<file path="src/rtl/req_frame_assembler_pkg.sv">
// Shared definitions for the request frame assembler:
// widths, header layout, engine select, FSM states, helpers.
package req_frame_assembler_pkg;

    localparam int ADDRW_DEF   = 24;
    localparam int OPCODEW_DEF = 2;
    localparam int TIMEOUT_DEF = 255;

    // opcode[0] selects the engine whose ready gates the transfer
    localparam logic ENG_AES = 1'b0;
    localparam logic ENG_SHA = 1'b1;

    typedef enum logic [2:0] {
        ST_HDR   = 3'd0,
        ST_KEY   = 3'd1,
        ST_TEXT  = 3'd2,
        ST_DEST  = 3'd3,
        ST_ISSUE = 3'd4
    } state_t;

    function automatic int clog2(input int v);
        int r;
        r = 0;
        while ((1 << r) < v) r = r + 1;
        return r;
    endfunction

    function automatic int addr_bytes(input int addrw);
        return (addrw + 7) / 8;
    endfunction

    function automatic int instrw(input int addrw, input int opw);
        return 3 * addrw + opw;
    endfunction

    // header bits above the opcode are reserved and must be zero
    function automatic logic [7:0] hdr_rsvd_mask(input int opw);
        return 8'hFF << opw;
    endfunction

endpackage

</file>
<file path="src/rtl/req_frame_assembler_frame_gap_timer.sv">
// Idle-gap timer: counts enabled cycles since the last clear and
// flags expiry on the cycle the count would reach TIMEOUT.
module frame_gap_timer
    import req_frame_assembler_pkg::*;
#(
    parameter int TIMEOUT = TIMEOUT_DEF
) (
    input  logic clk,
    input  logic rst,
    input  logic i_enable,
    input  logic i_clear,
    output logic o_expired
);

    localparam int CWR = clog2(TIMEOUT + 1);
    localparam int CW  = (CWR < 1) ? 1 : CWR;
    localparam logic [CW-1:0] LIM = CW'((TIMEOUT > 0) ? TIMEOUT - 1 : 0);
    localparam logic [CW-1:0] SAT = CW'(TIMEOUT);

    logic [CW-1:0] r_cnt;

    // saturating gap counter, clear has priority over counting
    always_ff @(posedge clk or posedge rst) begin
        if (rst) begin
            r_cnt <= '0;
        end else if (i_clear) begin
            r_cnt <= '0;
        end else if (i_enable && (r_cnt != SAT)) begin
            r_cnt <= r_cnt + CW'(1);
        end
    end

    // depends only on state and count so it can gate in_ready safely
    assign o_expired = (TIMEOUT != 0) && i_enable && (r_cnt == LIM);

endmodule

</file>
<file path="src/rtl/req_frame_assembler.sv">
// Assembles header/key/text/dest byte frames into one request and
// issues it to the queue under per-engine backpressure.
module req_frame_assembler
    import req_frame_assembler_pkg::*;
#(
    parameter int ADDRW   = ADDRW_DEF,
    parameter int OPCODEW = OPCODEW_DEF,
    parameter int TIMEOUT = TIMEOUT_DEF
) (
    input  logic               clk,
    input  logic               rst,
    input  logic [7:0]         in_data,
    input  logic               in_valid,
    output logic               in_ready,
    input  logic               ready_aes,
    input  logic               ready_sha,
    output logic               valid_out,
    output logic [OPCODEW-1:0] opcode,
    output logic [ADDRW-1:0]   key_addr,
    output logic [ADDRW-1:0]   text_addr,
    output logic [ADDRW-1:0]   dest_addr,
    output logic               frame_err,
    output logic               busy
);

    localparam int NB  = addr_bytes(ADDRW);
    localparam int BCR = clog2(NB);
    localparam int BCW = (BCR < 1) ? 1 : BCR;
    localparam logic [BCW-1:0] BC_LAST = BCW'(NB - 1);
    localparam logic [7:0]     RSVD    = hdr_rsvd_mask(OPCODEW);

    state_t             r_state;
    state_t             w_state_nxt;
    logic [BCW-1:0]     r_bcnt;
    logic [BCW-1:0]     w_bcnt_nxt;
    logic [OPCODEW-1:0] r_op;
    logic [ADDRW-1:0]   r_key;
    logic [ADDRW-1:0]   r_text;
    logic [ADDRW-1:0]   r_dest;
    logic               r_hdr_err;

    logic w_in_ready;
    logic w_accept;
    logic w_field;
    logic w_expired;
    logic w_tgt_rdy;
    logic w_hdr_ok;
    logic w_hdr_bad;
    logic w_valid;

    assign w_field   = (r_state == ST_KEY) || (r_state == ST_TEXT) ||
                       (r_state == ST_DEST);
    assign w_accept  = in_valid && w_in_ready;
    assign w_tgt_rdy = (r_op[0] == ENG_SHA) ? ready_sha : ready_aes;

    frame_gap_timer #(
        .TIMEOUT (TIMEOUT)
    ) u_gap (
        .clk       (clk),
        .rst       (rst),
        .i_enable  (w_field),
        .i_clear   (w_accept || !w_field),
        .o_expired (w_expired)
    );

    // state and byte-counter registers
    always_ff @(posedge clk or posedge rst) begin
        if (rst) begin
            r_state   <= ST_HDR;
            r_bcnt    <= '0;
            r_hdr_err <= 1'b0;
        end else begin
            r_state   <= w_state_nxt;
            r_bcnt    <= w_bcnt_nxt;
            r_hdr_err <= w_hdr_bad;
        end
    end

    // next state, handshake and issue control
    always_comb begin
        w_state_nxt = r_state;
        w_bcnt_nxt  = r_bcnt;
        w_in_ready  = 1'b0;
        w_valid     = 1'b0;
        w_hdr_ok    = 1'b0;
        w_hdr_bad   = 1'b0;
        unique case (r_state)
            ST_HDR: begin
                w_in_ready = 1'b1;
                if (in_valid) begin
                    if ((in_data & RSVD) != 8'd0) begin
                        w_hdr_bad = 1'b1;
                    end else begin
                        w_hdr_ok    = 1'b1;
                        w_bcnt_nxt  = '0;
                        w_state_nxt = ST_KEY;
                    end
                end
            end
            ST_KEY, ST_TEXT, ST_DEST: begin
                w_in_ready = !w_expired;
                if (w_expired) begin
                    w_bcnt_nxt  = '0;
                    w_state_nxt = ST_HDR;
                end else if (in_valid) begin
                    if (r_bcnt == BC_LAST) begin
                        w_bcnt_nxt = '0;
                        if (r_state == ST_KEY) begin
                            w_state_nxt = ST_TEXT;
                        end else if (r_state == ST_TEXT) begin
                            w_state_nxt = ST_DEST;
                        end else begin
                            w_state_nxt = ST_ISSUE;
                        end
                    end else begin
                        w_bcnt_nxt = r_bcnt + BCW'(1);
                    end
                end
            end
            ST_ISSUE: begin
                w_valid = 1'b1;
                if (w_tgt_rdy) begin
                    w_state_nxt = ST_HDR;
                end
            end
            default: begin
                w_state_nxt = ST_HDR;
            end
        endcase
    end

    // field registers shift in MSB byte first; excess high bits fall off
    always_ff @(posedge clk or posedge rst) begin
        if (rst) begin
            r_op   <= '0;
            r_key  <= '0;
            r_text <= '0;
            r_dest <= '0;
        end else if (w_accept) begin
            if (w_hdr_ok) begin
                r_op <= in_data[OPCODEW-1:0];
            end
            if (r_state == ST_KEY) begin
                r_key <= (r_key << 8) | ADDRW'(in_data);
            end
            if (r_state == ST_TEXT) begin
                r_text <= (r_text << 8) | ADDRW'(in_data);
            end
            if (r_state == ST_DEST) begin
                r_dest <= (r_dest << 8) | ADDRW'(in_data);
            end
        end
    end

    assign in_ready  = w_in_ready;
    assign valid_out = w_valid;
    assign opcode    = r_op;
    assign key_addr  = r_key;
    assign text_addr = r_text;
    assign dest_addr = r_dest;
    assign frame_err = r_hdr_err | w_expired;
    assign busy      = (r_state != ST_HDR);

endmodule

</file>
<file path="config.mk">
export PLATFORM = sky130hd
export DESIGN_NAME = req_frame_assembler
export DESIGN_NICKNAME = d
export VERILOG_FILES = /design/src/rtl/req_frame_assembler_pkg.sv /design/src/rtl/req_frame_assembler_frame_gap_timer.sv /design/src/rtl/req_frame_assembler.sv
export SDC_FILE = /design/constraint.sdc
export NUM_CORES = 1
export LEC_CHECK = 0
export CORE_MARGIN = 4
export CORE_UTILIZATION = 35
export DETAILED_ROUTE_END_ITERATION = 12
export MAX_ROUTING_LAYER = met4
export PLACE_DENSITY = 0.61
export RECOVER_POWER = 100
export SYNTH_ARGS = -nofsm -noshare
export SYNTH_HDL_FRONTEND = slang
export SYNTH_SLANG_ARGS = --single-unit
export TNS_END_PERCENT = 100
</file>
<file path="constraint.sdc">
create_clock -name clk -period 5.1 [get_ports clk]
set_input_delay 1.275 -clock clk [delete_from_list [all_inputs] [get_ports clk]]
set_output_delay 1.275 -clock clk [all_outputs]
set_load 0.005 [all_outputs]
</file>
Word-level counts from Yosys, hierarchy flattened
Cells that the tools add are included.
{ "word_totals": {"regBits": 88, "in_bits": 13, "out_inout_bits": 78, "elab_cells": 72} }
{ "classes": {"n_addsub": 2, "eq_ne": 12, "muxes": 26, "bitwise": 4, "reduce_logical": 20} }
{ "ops": {"columns": ["operator", "count"], "rows": [
  ["$or 24x8->24", 3],
  ["$mux 3", 8],
  ["$mux 8", 2],
  ["$mux 2", 5],
  ["$pmux 3 s3", 1],
  ["$add 8x1->8 const B", 1],
  ["$eq 8x8->1 const B", 1],
  ["$mux 1", 8],
  ["$ne 8x8->1 const B", 1],
  ["$reduce_and 2->1", 4],
  ["$reduce_bool 8->1", 1],
  ["$eq 3x2->1 const B", 2],
  ["$ne 2x2->1 const B", 3],
  ["$ne 3x3->1 const B", 2],
  ["$reduce_and 5->1", 1],
  ["$pmux 2 s2", 1],
  ["$reduce_and 4->1", 1],
  ["$reduce_bool 2->1", 2],
  ["$eq 3x1->1 const B", 1],
  ["$eq 3x3->1 const B", 1],
  ["$logic_and 1x1->1", 3],
  ["$logic_not 3->1", 1],
  ["$logic_or 1x1->1", 3],
  ["$reduce_bool 3->1", 1],
  ["other kinds (6)", 7]
]} }

Depth between registers and ports, before layout
{ "depth": {"depth_word": 9, "ltp_mapped": 7, "depth_no_buf": 6} }

Modules after synthesis
Synthesis repeated with hierarchy kept, for this count alone.
{ "unflattened": {"cells_unflattened": 257, "hier_area_um2": 3728.6} }
{ "modules_own_cells": {"columns": ["mod", "n_inst", "cells_per_inst", "area_each_um2", "seq_area_each_um2"], "rows": [
  ["req_frame_assembler", 1, 207, 3285.7, 2001.9],
  ["frame_gap_timer", 1, 50, 442.9, 200.2]
]} }

Least setup slack after synthesis
OpenSTA, ideal clock, no wires.
{ "synth_timing": {"path_kind": "input to register", "start": "input port in_data[5]", "end": "register r_op[0], in the netlist opcode[0]", "setup_time_ps": 125, "t_arrival_ps": 2351, "required_ps": 4975, "path_slack_ps": 2625, "stages": 4, "cell_sequence": "or4_1 nor3_2 nand2_1 mux2_2"} }
{ "synth_via": {"elab_chain_len": 5} }
{ "synth_rtl": {"columns": ["item", "line", "source"], "rows": [
  ["from (decl)", "req_frame_assembler.sv:12", "input logic [7:0] in_data,"],
  ["$reduce_bool 8->1", "req_frame_assembler.sv:91", "if ((in_data & RSVD) != 8'd0) begin"],
  ["$mux 1", "req_frame_assembler.sv:91", null],
  ["$mux 1", "req_frame_assembler.sv:90", "if (in_valid) begin"],
  ["$mux 1", "req_frame_assembler.sv:87", "unique case (r_state)"],
  ["$reduce_and 2->1 (no source line)", null, null],
  ["to (signal assigned)", "req_frame_assembler.sv:141", "r_op <= in_data[OPCODEW-1:0];"],
  ["to (decl)", "req_frame_assembler.sv:36", "logic [OPCODEW-1:0] r_op;"]
]} }
Every way passes these cells.
A chain may end at the register's enable or synchronous reset.

==> summary.md <==
| Metric | Value |
|---|---|
| Status | finished with violations |
| Failing checks | max-capacitance violations, max-slew violations |
| Worst reg2reg setup slack | approximately 2.2 ns |
| GR Overflow Total | 0 |
| Crit start category | input port |
| Hold Startpoint | dest_addr[18]$_DFFE_PP0P_ |
| TritonCTS clock tree | done |
| Clock skew | between 0.01 and 0.015 ns |
| TritonCTS sink count | 88 |
| Hold Crit Depth | 1 |
| Placement Setup Slack | between 1.5 and 2 ns |
| Unrepaired setup endpoints after global routing | false |
| VDD IR max | between 0.2 and 0.25 mV |
| Port bufs | 90 |
| Final hold vios | 0 |
| Post-layout minimum cycle time | roughly 3.6 ns |
| CP Data Arrival Time | about 3.8 ns |
| Vias per inst | between 4 and 5 |
| DRC violations left | 0 |
| I/O pin cnt | 91 |
| Post-Syn Instances | around 240 |
| All-Layer GR Usage | between 10 and 15% |
| Core area | 9910 sq um |
| Cells on worst reg2reg path | 6 |
| Reg-to-Reg Start | u_gap.r_cnt[0]$_DFFE_PP0P_ |
| Post-synth EDFFs | 0 |
| Post-DR wirelength/cell | roughly 16 microns |
| # hold bufs at CTS | 0 |
| Worst slew margin | -16.34% |
| # Max-Cap Violations | 3 |
| Clock transition at path regs | ~0.080 ns |
| FFs w/ async S/R, synth | 100.0% |
| Final Slew Violations | between 90 and 100 |
| Most numerous cell in the Yosys netlist | dfrtp_1 |
| Die width | approximately 110 microns |
| Leakage | between 2 and 2.5 nW |
| Cell Area, Synth | ~3600 sq um |
| First-pass GRT wire length | between 10 and 15 mm |
| Dpl hpwl | between 5 and 6 mm |
| Via count | 2,289 |
| #FFs+latches synth | 88 |
| Die area | 12,000 sq um |
| Register area share after synthesis | between 60% and 70% |
| Top_reg_cell synth | dfrtp_1 |
| Synth area leader | dfrtp_1 |
| Initial DRT Pass Iterations | 4 |
| Worst setup margin | approximately 1.5 ns |
| Postcts setup bufs | 0 |
| Actual slew at the worst max-slew pin | ~1.7 ns |
| Synth top cells by count | dfrtp_1 (88), mux2_2 (72), nor2_1 (10) |
| Synth unique cells | 40 |
| Fraction of the cycle the final worst path needs | around 72% |
| Ant. Diodes | 0 |
| Initial antenna violation count | 0 |
| Syn Nets | between 200 and 300 |
| Largest net degree at the start of global routing | 34 |
| Synthesis Warnings | 0 |
| Area growth from synthesis to layout | 32.20% |
| Clk buf depth | 2 |
| Fraction of layout instances using a drive strength above 1 | 26.45% |
| Starting Density | between 30% and 40% |
| Final Instance Area | between 4000 and 5000 sq um |
| Total CTS buffers | 9 |
| Cell area power density | 477.0 nW/um^2 |
| Placed inst area | about 4600 sq um |
| Fmax | ~270 MHz |
| Share of the synthesized area in the top cell type | between 60% and 70% |
| Gpl congestion | 0.8015 |
| Post-CTS Resized | 0 |
| WS Path Type | in2async |
| DRT antenna net count | 0 |
| Clock Latency Late Sink | roughly 0.35 ns |
| Final wirelength | around 7.7 mm |
| CP Capture Type | async pin |
| WP data required | ~5.2 ns |
| Final setup violating endpoints | 0 |
| Clock root cell | clkbuf_8 |
| DRT iter0 DRCs | 63 |
| Vias in the first global route | about 2,300 |
| Core Rows | 36 |
| Mean Syn Cell Area | 14.92 sq um |
| H-tree Lvls | 3 |
| Die span in y | ~110 microns |
| Main area contributors after synthesis | dfrtp_1 (61%), mux2_2 (22%), buf_6 (1.2%) |
| R2r endpoint | text_addr[7]$_DFFE_PP0P_ |
| Pwr Total | about 2.3 mW |
| Worst Path Max Fanout | 33 |
| Hold Path Sink | dest_addr[18]$_DFFE_PP0P_ |
| Setup_tns | 0 ns |
| HP Class | reg2reg |
| Final nets | between 300 and 400 |
[cells in the final DEF, fill, tap and decap left out, drive strengths merged, types with 2 or more instances in the layout]
cell	count
inv	5
a22o	2
dlygate4sd3	79
nor3	5
nand3	6
xor2	2
a31oi	3
ha	2
a21oi	2
nor4	3
o21ai	2
clkbuf	15
clkdlybuf4s50	11
clkinv	2
mux2i	2
clkinvlp	2
and3	3
nor2	11
dfrtp	88
a211oi	2
nand2	4
nor2b	3
o211ai	2
mux2	75
[final cells by class]
| cell class | count | area [sq um] |
|---|---|---|
| repair buffers | 94 | 915.9 |
| clock buffers | 11 | 151.4 |
| flip-flops and latches | 88 | 2202 |
| clock inverters | 5 | 38.79 |
| multi-input cells | 142 | 1281 |
| well taps | 133 | 166.4 |
| fillers | 918 | 5137 |
| inverters | 4 | 16.27 |
[where the power goes]
part | switching, mW | total (mW) | internal, mW | leakage (nW)
Combinational | 0.256 | 0.750 | 0.494 | 1.02
Clock | 0.248 | 0.455 | 0.207 | 0.0963
Sequential | 0.153 | 1.07 | 0.919 | 1.16
Total | 0.656 | 2.28 | 1.62 | 2.28
[through the flow]
stage | utilization [%] | cells | hold WS, ns
finish | 48.16 | 477 | 0.5064
global placement | 46.88 | 461 | 0.4894
floorplan | - | 242 | 0.4881
global route | 48.16 | 477 | 0.5209
CTS | 48.80 | 477 | 0.5156
detailed placement | 46.88 | 461 | 0.4959
[worst max-delay path by stage]
stage	start	endpoint	depth (start not counted)
global route	rst	text_addr[0]$_DFFE_PP0P_	3
detailed placement	in_valid	text_addr[16]$_DFFE_PP0P_	4
floorplan	rst	dest_addr[0]$_DFFE_PP0P_	1
finish	rst	text_addr[2]$_DFFE_PP0P_	3
global placement	in_valid	text_addr[14]$_DFFE_PP0P_	4
CTS	u_gap.r_cnt[0]$_DFFE_PP0P_	frame_err	6
[routing by layer]
layer	vias up	wire length (microns)	track usage [%]
li1	1071	-	-
met1	1159	3538	18.29
met2	53	3806	21.53
met3	6	313	4.287
met4	0	79	3.740
met5	-	0	-
[registers in the layout (all words and copies together) (netlist names)]
register,count
key_addr,24
r_state,3
text_addr,24
u_gap.r_cnt,8
r_bcnt,2
r_hdr_err,1
dest_addr,24
opcode,2
[critical path, stage by stage]
cell	delay [ns]
dlygate4sd3_1	0.55
clkinvlp_2	0.64
clkbuf_1	1.31
[cell families after synthesis]
logic type | synth area share [%]
AO/OA/AOI/OAI | 3.224
XOR/XNOR | 0.7280
adder cells (fa/ha/maj) | 0.6931
buffers and inverters | 2.322
flip-flops | 61.01
multiplexers | 23.95
AND/OR/NAND/NOR | 8.077
(Power assumes the default switching activity.)
